==> config.mk <==
export PLATFORM = sky130hd
export DESIGN_NAME = led_driver_flat
export DESIGN_NICKNAME = d
export VERILOG_FILES = /design/src/rtl/led_pkg.sv /design/src/rtl/led_driver_if.sv /design/src/rtl/led_driver_tick_gen.sv /design/src/rtl/led_driver.sv /design/src/flat_wrapper.sv
export SDC_FILE = /design/constraint.sdc
export NUM_CORES = 1
export LEC_CHECK = 0
export ABC_AREA = 1
export CELL_PAD_IN_SITES_DETAIL_PLACEMENT = 1
export CELL_PAD_IN_SITES_GLOBAL_PLACEMENT = 1
export CORE_AREA = 2 2 102 84
export CTS_CLUSTER_DIAMETER = 120
export DETAILED_ROUTE_END_ITERATION = 16
export DIE_AREA = 0 0 104 86
export GPL_TIMING_DRIVEN = 0
export PLACE_DENSITY = 0.7
export SYNTH_ARGS = -nofsm -noshare
export SYNTH_HDL_FRONTEND = slang
export SYNTH_SLANG_ARGS = --single-unit
export TNS_END_PERCENT = 30
==> constraint.sdc <==
create_clock -name clk -period 2.8 [get_ports clk]
set_input_delay 0.56 -clock clk [delete_from_list [all_inputs] [get_ports clk]]
set_output_delay 0.56 -clock clk [all_outputs]
set_load 0.01 [all_outputs]
==> src/rtl/led_pkg.sv <==
// Shared types and helpers for the LED driver.
//   led_op_e    : command opcodes carried on cmd_mode (values 5-7 are reserved)
//   led_state_e : LED controller states
//   tick_cycles : clock cycles per timebase tick
package led_pkg;

  typedef enum logic [2:0] {
    OP_OFF        = 3'd0,
    OP_ON         = 3'd1,
    OP_BLINK      = 3'd2,
    OP_PULSE      = 3'd3,
    OP_SET_BRIGHT = 3'd4
  } led_op_e;

  typedef enum logic [2:0] {
    S_OFF       = 3'd0,
    S_ON        = 3'd1,
    S_BLINK_ON  = 3'd2,
    S_BLINK_OFF = 3'd3,
    S_PULSE     = 3'd4
  } led_state_e;

  function automatic int unsigned tick_cycles(input int unsigned clk_freq,
                                              input int unsigned tick_hz);
    return clk_freq / tick_hz;
  endfunction

endpackage

==> src/rtl/led_driver_if.sv <==
// Command channel of the LED driver (valid/ready handshake).
//   cmd_valid : command present (master -> slave)
//   cmd_ready : command can be accepted (slave -> master)
//   cmd_mode  : opcode, see led_pkg::led_op_e
//   cmd_arg   : half-period / pulse width in ms, or brightness duty
interface led_driver_if;
  logic       cmd_valid;
  logic       cmd_ready;
  logic [2:0] cmd_mode;
  logic [7:0] cmd_arg;

  modport master (output cmd_valid, output cmd_mode, output cmd_arg, input cmd_ready);
  modport slave  (input cmd_valid, input cmd_mode, input cmd_arg, output cmd_ready);
endinterface

==> src/rtl/led_driver_tick_gen.sv <==
// Timebase prescaler: emits a one-cycle tick every TICK_CYCLES clocks.
//   clk, rst_n : clock, asynchronous active-low reset
//   clr        : restart the count from zero (no tick in the following cycle)
//   tick       : registered, high in the cycle where the count sits at TICK_CYCLES-1
module tick_gen
  import led_pkg::*;
#(
  parameter int unsigned CLK_FREQ = 50_000_000,
  parameter int unsigned TICK_HZ  = 1000
) (
  input  logic clk,
  input  logic rst_n,
  input  logic clr,
  output logic tick
);

  localparam int unsigned TICK_CYCLES = tick_cycles(CLK_FREQ, TICK_HZ);
  localparam int unsigned CW          = (TICK_CYCLES > 1) ? $clog2(TICK_CYCLES) : 1;
  localparam logic [CW-1:0] LAST      = CW'(TICK_CYCLES - 1);

  logic [CW-1:0] cnt_r;
  logic [CW-1:0] cnt_nxt_s;
  logic          tick_r;

  // next prescaler value: clear, wrap at LAST, or count up
  always_comb begin
    cnt_nxt_s = cnt_r;
    if (clr) begin
      cnt_nxt_s = '0;
    end else if (cnt_r == LAST) begin
      cnt_nxt_s = '0;
    end else begin
      cnt_nxt_s = cnt_r + CW'(1);
    end
  end

  // prescaler register; tick is registered from the next count so it lines up with cnt_r == LAST
  always_ff @(posedge clk or negedge rst_n) begin
    if (!rst_n) begin
      cnt_r  <= '0;
      tick_r <= (LAST == '0);
    end else begin
      cnt_r  <= cnt_nxt_s;
      tick_r <= (cnt_nxt_s == LAST);
    end
  end

  assign tick = tick_r;

endmodule

==> src/rtl/led_driver.sv <==
// LED driver: command FSM (OFF/ON/BLINK/PULSE), ms timebase, 8-bit PWM brightness.
//   clk, rst_n : clock, asynchronous active-low reset
//   bus        : command channel (slave side)
//   led        : registered LED drive, active-high
module led_driver
  import led_pkg::*;
#(
  parameter int unsigned CLK_FREQ = 50_000_000,
  parameter int unsigned TICK_HZ  = 1000
) (
  input  logic           clk,
  input  logic           rst_n,
  led_driver_if.slave    bus,
  output logic           led
);

  led_state_e state_r, state_nxt_s;
  logic [7:0] ms_cnt_r, ms_cnt_nxt_s;
  logic [7:0] period_r, period_nxt_s;
  logic [7:0] bright_r, bright_nxt_s;
  logic [7:0] pwm_r;
  logic       led_r;
  logic       cmd_ready_r;
  logic       accept_s;
  logic       tick_s;
  logic       clr_s;
  logic       lit_s;
  logic [7:0] arg_eff_s;

  assign accept_s  = bus.cmd_valid && cmd_ready_r;
  assign arg_eff_s = (bus.cmd_arg == 8'd0) ? 8'd1 : bus.cmd_arg;

  tick_gen #(
    .CLK_FREQ (CLK_FREQ),
    .TICK_HZ  (TICK_HZ)
  ) u_tick_gen (
    .clk   (clk),
    .rst_n (rst_n),
    .clr   (clr_s),
    .tick  (tick_s)
  );

  // next state: timed transitions first, an accepted state-changing command overrides them
  always_comb begin
    state_nxt_s  = state_r;
    ms_cnt_nxt_s = ms_cnt_r;
    period_nxt_s = period_r;
    bright_nxt_s = bright_r;
    clr_s        = 1'b0;

    if (tick_s) begin
      case (state_r)
        S_BLINK_ON, S_BLINK_OFF, S_PULSE: begin
          if (ms_cnt_r == period_r - 8'd1) begin
            ms_cnt_nxt_s = 8'd0;
            case (state_r)
              S_BLINK_ON:  state_nxt_s = S_BLINK_OFF;
              S_BLINK_OFF: state_nxt_s = S_BLINK_ON;
              default:     state_nxt_s = S_OFF;
            endcase
          end else begin
            ms_cnt_nxt_s = ms_cnt_r + 8'd1;
          end
        end
        default: ms_cnt_nxt_s = ms_cnt_r;
      endcase
    end else begin
      ms_cnt_nxt_s = ms_cnt_r;
    end

    if (accept_s) begin
      case (bus.cmd_mode)
        OP_OFF: state_nxt_s = S_OFF;
        OP_ON:  state_nxt_s = S_ON;
        OP_BLINK: begin
          state_nxt_s  = S_BLINK_ON;
          ms_cnt_nxt_s = 8'd0;
          period_nxt_s = arg_eff_s;
          clr_s        = 1'b1;
        end
        OP_PULSE: begin
          state_nxt_s  = S_PULSE;
          ms_cnt_nxt_s = 8'd0;
          period_nxt_s = arg_eff_s;
          clr_s        = 1'b1;
        end
        OP_SET_BRIGHT: bright_nxt_s = bus.cmd_arg;
        // reserved opcodes complete the handshake and do nothing
        default: bright_nxt_s = bright_r;
      endcase
    end else begin
      clr_s = 1'b0;
    end
  end

  // LED is lit (before brightness gating) in the on-phase states
  always_comb begin
    lit_s = 1'b0;
    case (state_r)
      S_ON, S_BLINK_ON, S_PULSE: lit_s = 1'b1;
      default:                   lit_s = 1'b0;
    endcase
  end

  // state, counters, PWM and registered outputs
  always_ff @(posedge clk or negedge rst_n) begin
    if (!rst_n) begin
      state_r     <= S_OFF;
      ms_cnt_r    <= 8'd0;
      period_r    <= 8'd1;
      bright_r    <= 8'd255;
      pwm_r       <= 8'd0;
      led_r       <= 1'b0;
      cmd_ready_r <= 1'b1;
    end else begin
      state_r     <= state_nxt_s;
      ms_cnt_r    <= ms_cnt_nxt_s;
      period_r    <= period_nxt_s;
      bright_r    <= bright_nxt_s;
      pwm_r       <= pwm_r + 8'd1;
      // bright==255 means full on, so the 255th PWM slot is not lost
      led_r       <= lit_s && ((bright_r == 8'd255) || (pwm_r < bright_r));
      cmd_ready_r <= (state_nxt_s != S_PULSE);
    end
  end

  assign led           = led_r;
  assign bus.cmd_ready = cmd_ready_r;

endmodule

==> src/flat_wrapper.sv <==
// flat-port wrapper written by rule: the top's interface ports become plain ports
module led_driver_flat import led_pkg::*;
#(
  parameter int unsigned CLK_FREQ = 50_000_000,
  parameter int unsigned TICK_HZ  = 1000
)
  (clk, rst_n, led, bus_cmd_valid, bus_cmd_mode, bus_cmd_arg, bus_cmd_ready);
  led_driver_if bus_i ();
  input  logic clk;
  input  logic rst_n;
  output logic led;
  input wire logic [$bits(bus_i.cmd_valid)-1:0] bus_cmd_valid;
  input wire logic [$bits(bus_i.cmd_mode)-1:0] bus_cmd_mode;
  input wire logic [$bits(bus_i.cmd_arg)-1:0] bus_cmd_arg;
  output wire logic [$bits(bus_i.cmd_ready)-1:0] bus_cmd_ready;
  assign bus_i.cmd_valid = bus_cmd_valid;
  assign bus_i.cmd_mode = bus_cmd_mode;
  assign bus_i.cmd_arg = bus_cmd_arg;
  assign bus_cmd_ready = bus_i.cmd_ready;
  led_driver #(.CLK_FREQ(CLK_FREQ), .TICK_HZ(TICK_HZ)) u_core (.clk(clk), .rst_n(rst_n), .bus(bus_i), .led(led));
endmodule
# == Word-level counts from Yosys, hierarchy flattened ==
# Cells that the tools add are included.
# Widths: inputs -> output; s select.
# totals
ff_bits,54
latchBits,0
ramBits,0
romBits,0
in_bits,14
out_inout_bits,2
wordCells,54
memories,0
# op_classes
addsub,4
mul,0
div,0
order_cmp,1
n_eq_ne,13
shifts,0
mux,17
bitwise_logic,0
n_reduce_logical,10
# op_table
cell,count
$mux 8,6
$eq 16x16->1 const B,2
$mux 16,2
$add 16x1->16 const B,1
$add 8x1->8 const B,2
$eq 3x2->1 const B,4
$mux 3,4
$pmux 3 s4,1
$eq 8x8->1,1
$eq 8x8->1 const B,1
$logic_not 8->1,1
$lt 8x8->1,1
$sub 8x1->8 const B,1
$eq 3x1->1 const B,2
$eq 3x3->1 const B,2
$reduce_or 3->1,2
$pmux 2 s2,1
$reduce_and 2->1,2
$logic_not 3->1,1
$mux 1,3
$ne 3x3->1 const B,1
$logic_and 1x1->1,2
$reduce_or 2->1,1
$logic_or 1x1->1,1

# == Logic depth before layout (Yosys ltp) ==
# Gate-level depths: netlist of the first run.
# logic_depth
word_depth,8
depth_mapped,17
depth_no_buf,17

# == Modules after synthesis ==
# From an unflattened synthesis of the first run, not the netlist that was laid out.
# unflattened
hier_cells,440
area_unflattened_um2,3354.5
# modules_own_cells
mod,n_inst,cells_each,area_each_um2,seq_area_each_um2
led_driver,1,288,2289.7,938.4
tick_gen,1,152,1064.8,425.4

# == Worst setup path after synthesis of the first run ==
# No wires, ideal clock.
# synth_path
path_kind,register -> register
from,reg u_core.period_r[0]
to,reg u_core.ms_cnt_r[3]
setup_ns,0.114
t_arrival_ns,1.784
t_required_ns,2.686
slack_ns,0.901
path_stages_with_launch,16
n_path_buf,0
cell_sequence,dfstp_2 inv_1 ha_1 inv_1 nand2_1 nand2_1 nor2_1 nand2_1 nor2_1 nand2_1 nor2_2 nand3_1 nand2_2 inv_1 nand3b_1 inv_1
# synth_via
elab_chain_cells,7
# synth_lines
element,line_no,source
from (decl),led_driver.sv:19,"logic [7:0] period_r, period_nxt_s;"
from (signal assigned),led_driver.sv:118,period_r <= period_nxt_s;
$sub 8x1->8 (*),led_driver.sv:54,if (ms_cnt_r == period_r - 8'd1) begin
$eq 8x8->1 (*),led_driver.sv:54,
$mux 8 (*),led_driver.sv:54,
$mux 8 (*),led_driver.sv:52,case (state_r)
$mux 8 (*),led_driver.sv:51,if (tick_s) begin
$mux 8,led_driver.sv:72,case (bus.cmd_mode)
$mux 8 (*),led_driver.sv:71,if (accept_s) begin
net u_core.ms_cnt_nxt_s[3],led_driver.sv:18,"logic [7:0] ms_cnt_r, ms_cnt_nxt_s;"
to (signal assigned),led_driver.sv:117,ms_cnt_r <= ms_cnt_nxt_s;
to (decl),led_driver.sv:18,
# Mark *: on every way through the listed nets, which the timed path passes. The rest lies on a longest branch.
# A chain may end at the register's enable or synchronous reset.

# == Final worst setup path of the first run ==
# layout_path
from,reg u_core.period_r[0]
to,reg u_core.ms_cnt_r[5]
# The elaborated chain is that of the path after synthesis.

==> metrics.yaml, run 1 <==
status:
  status: "finished, final reports clean"
placed_design:
  gp_congestion: 0.842
  portBuffers: 15
  dp_hpwl_um: 5770
  place_ws_ns: 0.386
  dp_cells: 526
sta:
  rsz0062_at_grt: "false"
  period_needed_ns: 2.35
  fin_ws_ns: 0.452
  clock_skew_ns: 0.00821
  finalCritPeriodShare_pct: 83.9
  fmax_mhz: 426
  max-slew-margin-rel_pct: 64.5
  setup_viol: 0
  drv_slew: 0
  worst_slew_pin_slew_ns: 0.532
  hold_viol_final: 0
detailed_routing:
  vias: 2558
  drtAntennaViolNets: 0
  via_per_inst: 4.79
  wl_um: 7330
  drt_iter0_drc: 94
  wl_per_cell_um: 13.7
  drc: 0
  drtPass1Iterations: 5
synthesis:
  yosys_register_bits: 54
  synth-main-ff-cell: "dfrtp_1"
  yosysTopAreaCellShare_pct: 35.8
  yosysTopAreaCell: "dfrtp_1"
  synth.top_cells.by_count: "nand2_1 (93), inv_1 (75), dfrtp_1 (44)"
  synthesis.nets: 427
  netlist-cell-type-count: 30
  netlist_area_mm2: 0.00308
  ys_warn_count: 0
  ys_async_sr_fraction_pct: 100
  synth_most_common_cell: "nand2_1"
  yosys-top-cells-area: "dfrtp_1 (36%), nand2_1 (11%), inv_1 (9.1%), dfstp_2 (8.5%), nand3_1 (5.4%)"
  synth_cells: 402
  synth-edff-count: 0
  synth-seq-area-share_pct: 44.3
  syn_area_per_cell_um2: 7.66
critical_path:
  cp-start-kind: "flip-flop"
  crit_type: "reg -> reg"
  crit_slowest_cell: "dfstp_2"
  arrival_ns: 2.57
  cp.required_ns: 3.02
  slowest_delay_ns: 0.57
  worstPathMaxFanout: 5
  crit_buf_inv: 4
  critPathCaptureType: "flip-flop"
  crit_family: "simple AND/OR/NAND/NOR gates"
  crit_chain: "inv_1, ha_1, inv_1, nand2_1, nand2_1, nor2_1, nand2_1, nor2_1, nand2_1, nor2_2, nand3_1, nand2_2, inv_1, nand3b_1, inv_1"
cells_and_area:
  syn_to_final_growth_pct: 14.2
  final_util_pct: 44.9
  final_layout_size_suffix_gt1_share_pct: 9.86
  nNetsFinal: 450
  insertedDiodeCount: 0
  fin_cells: 534
floorplanning:
  die_h_um: 86
  io_pins: 16
  die_w_um: 104
  fp.dieArea_mm2: 0.00894
  start_util_pct: 39.3
  rows: 29
  coreArea_mm2: 0.00784
grt:
  grt_usage_pct: 18.2
  grt_pass1_wl_um: 13000
  antenna_found_initial: 0
  grt_max_degree: 34
  grt_pass1_vias: 2655
  grt_overflow_total: 0
power:
  ir_drop_uv: 271
  power_w: 0.00211
  p_leak_nw: 1.78
  p_per_area_mw_per_mm2: 601
cts:
  cts_buffers: 5
  cts.path.max_buffers: 2
  clk_latency_ns: 0.32
  cts_max_level: 2
  cts_setup_buffers: 0
  cts_tree: "done"
  cts_hold_buffers: 0
  cts-root-buf: "clkbuf_8"
  cts.reportedPaths.clkPinSlew_ns: 0.11
  cts_resized: 0
  cts.sinks: 54
job:
  maxCapViolations: 0
worst_hold_path:
  hold_path.class: "in -> async"
## kinds of logic after synthesis
logic type	Yosys count	synth area share (%)
AO/OA/AOI/OAI	37	6.63
AND/OR/NAND/NOR	200	29.2
multiplexers	1	0.366
flip-flops	54	44.3
adder cells (fa/ha/maj)	11	4.47
buffers and inverters	81	9.88
XOR/XNOR	18	5.12
## sequential cells by signal (all words and copies together), names as in the netlist
name / flops
u_core.state_r: 3
u_core.bright_r: 8
u_core.bus.cmd_ready: 1
u_core.ms_cnt_r: 8
u_core.period_r: 8
u_core.u_tick_gen.tick: 1
u_core.pwm_r: 8
u_core.led: 1
u_core.u_tick_gen.cnt_r: 16
## final timing paths
path,slack (ns),depth (start not counted),to,startpoint
max in group asynchronous,1.95,2,u_core.period_r[0],rst_n
setup reg to reg,0.45,15,u_core.ms_cnt_r[5],u_core.period_r[0]
hold reg to reg,0.49,1,u_core.pwm_r[0],u_core.pwm_r[0]
setup / recovery,0.45,15,u_core.ms_cnt_r[5],u_core.period_r[0]
min in group clk,0.49,1,u_core.pwm_r[0],u_core.pwm_r[0]
hold / removal,0.20,1,u_core.pwm_r[6],rst_n
## worst reg2reg max path: stages, from the launching register on
cell	delay (ns)
dfstp_2	0.57
inv_1	0.11
ha_1	0.32
inv_1	0.04
nand2_1	0.05
nand2_1	0.04
nor2_1	0.14
nand2_1	0.09
nor2_1	0.10
nand2_1	0.07
nor2_2	0.18
nand3_1	0.17
nand2_2	0.15
inv_1	0.10
nand3b_1	0.09
inv_1	0.04
## routing by layer
metal / up-vias / track usage (%) / wire (um)
met5: - / 0 / 0
met4: 0 / 5.77 / 109
met3: 8 / 2.81 / 178
met2: 24 / 28.9 / 3260
met1: 1225 / 25.7 / 3780
li1: 1301 / - / -
## layout by cell type (no fill, tap or decap), types with 3 or more instances in the layout
cell type         n
a21oi_1          11
ha_1             11
dfstp_2          10
inv_2             3
clkdlybuf4s50_1  14
nand4_1           8
clkbuf_1          3
nand2_1          93
xor2_1           12
nor2_2            7
dfrtp_1          44
nand2_2           3
nor2_1           39
inv_1            75
xnor2_1           6
o21ai_0          19
nand3_1          33
nor3_1            7
clkbuf_8          5
## report_power, final
group	leakage, nW	switching, W	total [W]	internal [W]
clock	0.0683	0.000286	0.000644	0.000359
sequential	0.681	0.0000901	0.000985	0.000895
combinational	1.03	0.000297	0.000484	0.000187
## cell type report
type | instances | area, um2
clock buffers | 5 | 68.8
plain buffers | 3 | 11.3
inverters | 78 | 293
clock inverters | 3 | 68.8
flip-flops and latches | 54 | 1360
repair buffers | 16 | 165
multi-input cells | 267 | 1410
well taps | 108 | 135
fillers | 1018 | 4320
## metrics by stage
stage	hold WS, ns	setup TNS (ns)	area, um2
6_report	0.202	0	3520
2_1_floorplan	0.264	0	3080
3_5_place_dp	0.471	0	3380
5_1_grt	0.239	0	3520
4_1_cts	0.220	0	3520
3_3_place_gp	0.472	-27.78	3360
No activity file was read; power rests on OpenSTA's default activity.
==> run 2, diff against run 1 <==
==> constraint.sdc (replaced) <==
create_clock -name clk -period 2.2 [get_ports clk]
set_input_delay 0.44 -clock clk [delete_from_list [all_inputs] [get_ports clk]]
set_output_delay 0.44 -clock clk [all_outputs]
set_load 0.01 [all_outputs]
==> run 2 against run 1 <==
Net effect:
- first-iteration DRC count shrank 2.1%
- global-route usage is essentially flat
- non-clock buffer count grew 2
- largest power group unchanged
==> metrics.yaml, run 2 (same netlist as run 1, synthesis figures left out) <==
power:
  ir_drop_uv: 342
  p_switching_w: 0.000870
  p_int_w: 0.00185
  clkPwrFrac_pct: 30.0
  p_per_area_mw_per_mm2: 763
  sequentialPowerShare_pct: 46.0
  netSwitchingFraction_pct: 32.0
  power_frac_comb_pct: 24.0
  p_leak_nw: 1.79
cells_and_area:
  insertedDiodeCount: 0
  final_common_cell: "nand2_1"
  final_layout_size_suffix_gt1_share_pct: 11.9
  largest_reg_flops: 16
  final_util_pct: 45.5
  nNetsFinal: 452
  syn_to_final_growth_pct: 15.9
  regMostFlops: "u_core.u_tick_gen.cnt_r"
  final_cell_mix: "nand2_1 (93), inv_1 (73), dfrtp_1 (44)"
detailed_routing:
  via_per_inst: 4.78
  drc: 0
  wl_per_cell_um: 13.7
  drt_iter0_drc: 92
  drtAntennaViolNets: 0
  drtPass1Iterations: 5
  vias: 2563
  wl_um: 7360
floorplanning:
  start_util_pct: 39.3
  io_pins: 16
  coreArea_mm2: 0.00784
  rows: 29
  die_w_um: 104
  fp.dieArea_mm2: 0.00894
  die_h_um: 86
sta:
  drv_slew: 0
  clock_skew_ns: 0.00584
  worst_slew_pin_slew_ns: 0.532
  fmax_mhz: 489
  hold_slack_ns: 0.0839
  setup_viol: 0
  finalCritPeriodShare_pct: 93.0
  hold_viol_final: 0
  max-slew-margin-rel_pct: 64.5
  period_needed_ns: 2.05
placed_design:
  dp_hpwl_um: 5770
  gp_congestion: 0.842
  portBuffers: 15
critical_path:
  critPathCaptureType: "flip-flop"
  crit_type: "reg -> reg"
  startpoint: "u_core.period_r[0]"
  r2r_start: "u_core.period_r[0]"
  arrival_ns: 2.26
  reg2reg_slack_ns: 0.15
  worstPathMaxFanout: 5
  r2r_cells: 14
  cp.required_ns: 2.41
  cp-start-kind: "flip-flop"
  r2r_end: "u_core.ms_cnt_r[2]"
cts:
  cts.path.max_buffers: 2
  clk_latency_ns: 0.32
  cts_tree: "done"
  cts.sinks: 54
  cts-root-buf: "clkbuf_8"
  cts_buffers: 5
  cts.reportedPaths.clkPinSlew_ns: 0.11
  cts_max_level: 2
status:
  status: "finished, final reports clean"
grt:
  grt_usage_pct: 18.3
  grt_overflow_total: 0
  antenna_found_initial: 0
  grt_max_degree: 34
  grt_pass1_wl_um: 13000
  grt_pass1_vias: 2672
worst_hold_path:
  hold_path.class: "in -> async"
job:
  maxCapViolations: 0
## run 2: through the flow
step                      instances  power (W)  setup TNS, ns  setup WS, ns  area (um2)
after floorplan                 402    0.00167              0         0.301        3080
after global placement          525    0.00185         -54.48         -1.11        3360
after detailed placement        526    0.00189         -0.994       -0.0936        3380
after CTS                       536    0.00273              0       0.00553        3540
after global routing            536    0.00291        -0.0356       -0.0214        3570
final                           536    0.00272              0         0.154        3570
## run 2: power groups by stage
| stage | registers, W | clock network [W] | logic (W) |
|---|---|---|---|
| after floorplan | 0.00124 | 0 | 0.000429 |
| after global placement | 0.00127 | 0 | 0.000582 |
| after detailed placement | 0.00127 | 0 | 0.000620 |
| after CTS | 0.00125 | 0.000839 | 0.000643 |
| after global routing | 0.00127 | 0.000875 | 0.000761 |
| final | 0.00125 | 0.000817 | 0.000652 |
## run 2: routing by layer
metal | global-route usage [%] | up-vias | share of wire [%]
met5 | 0 | - | 0
met4 | 5.77 | 0 | 1.4
met3 | 2.81 | 8 | 2.1
met2 | 29.0 | 25 | 44
met1 | 25.8 | 1225 | 52
li1 | - | 1305 | -
## run 2: area by class of cell
cell class                 instances  area (um2)
buffer                             3        11.3
clock buffer                       5        68.8
clock inverter                     3        68.8
fill                            1008        4270
inverter                          78         295
multi-input combinational        267        1440
sequential                        54        1360
tap                              108         135
timing repair buffer              18         180
## run 2: how the worst max path moves through the flow
stage | slack, ns | cells past startpoint | endpoint
after floorplan | 0.30 | 15 | u_core.ms_cnt_r[3]
after global routing | -0.02 | 17 | u_core.bus.cmd_ready
final | 0.15 | 14 | u_core.ms_cnt_r[2]
after CTS | 0.006 | 15 | u_core.ms_cnt_r[5]
after detailed placement | -0.09 | 9 | u_core.bus.cmd_ready
after global placement | -1.11 | 1 | u_core.ms_cnt_r[5]
## run 2: critical path: stages (launching register included)
cell	delay, ns
dfstp_2	0.57
inv_4	0.05
ha_4	0.25
inv_1	0.03
nand2_1	0.04
nand2_1	0.05
nor2_2	0.10
nand2_1	0.08
nor2_1	0.10
nand2_1	0.09
nor2_4	0.15
nand3_2	0.12
nand2_2	0.11
buf_4	0.14
nor2_1	0.04
## run 2: timing repair
| action | 4_1_cts | 5_1_grt |
|---|---|---|
| endpoints found under the hold margin | 0 | 0 |
| cloned | 0 | 0 |
| gates resized for setup | 3 | 6 |
| pin swaps | 1 | 4 |
| endpoints found under the setup margin | 5 | 11 |
| hold buffers | 0 | 0 |
| buffers inserted | 2 | 0 |
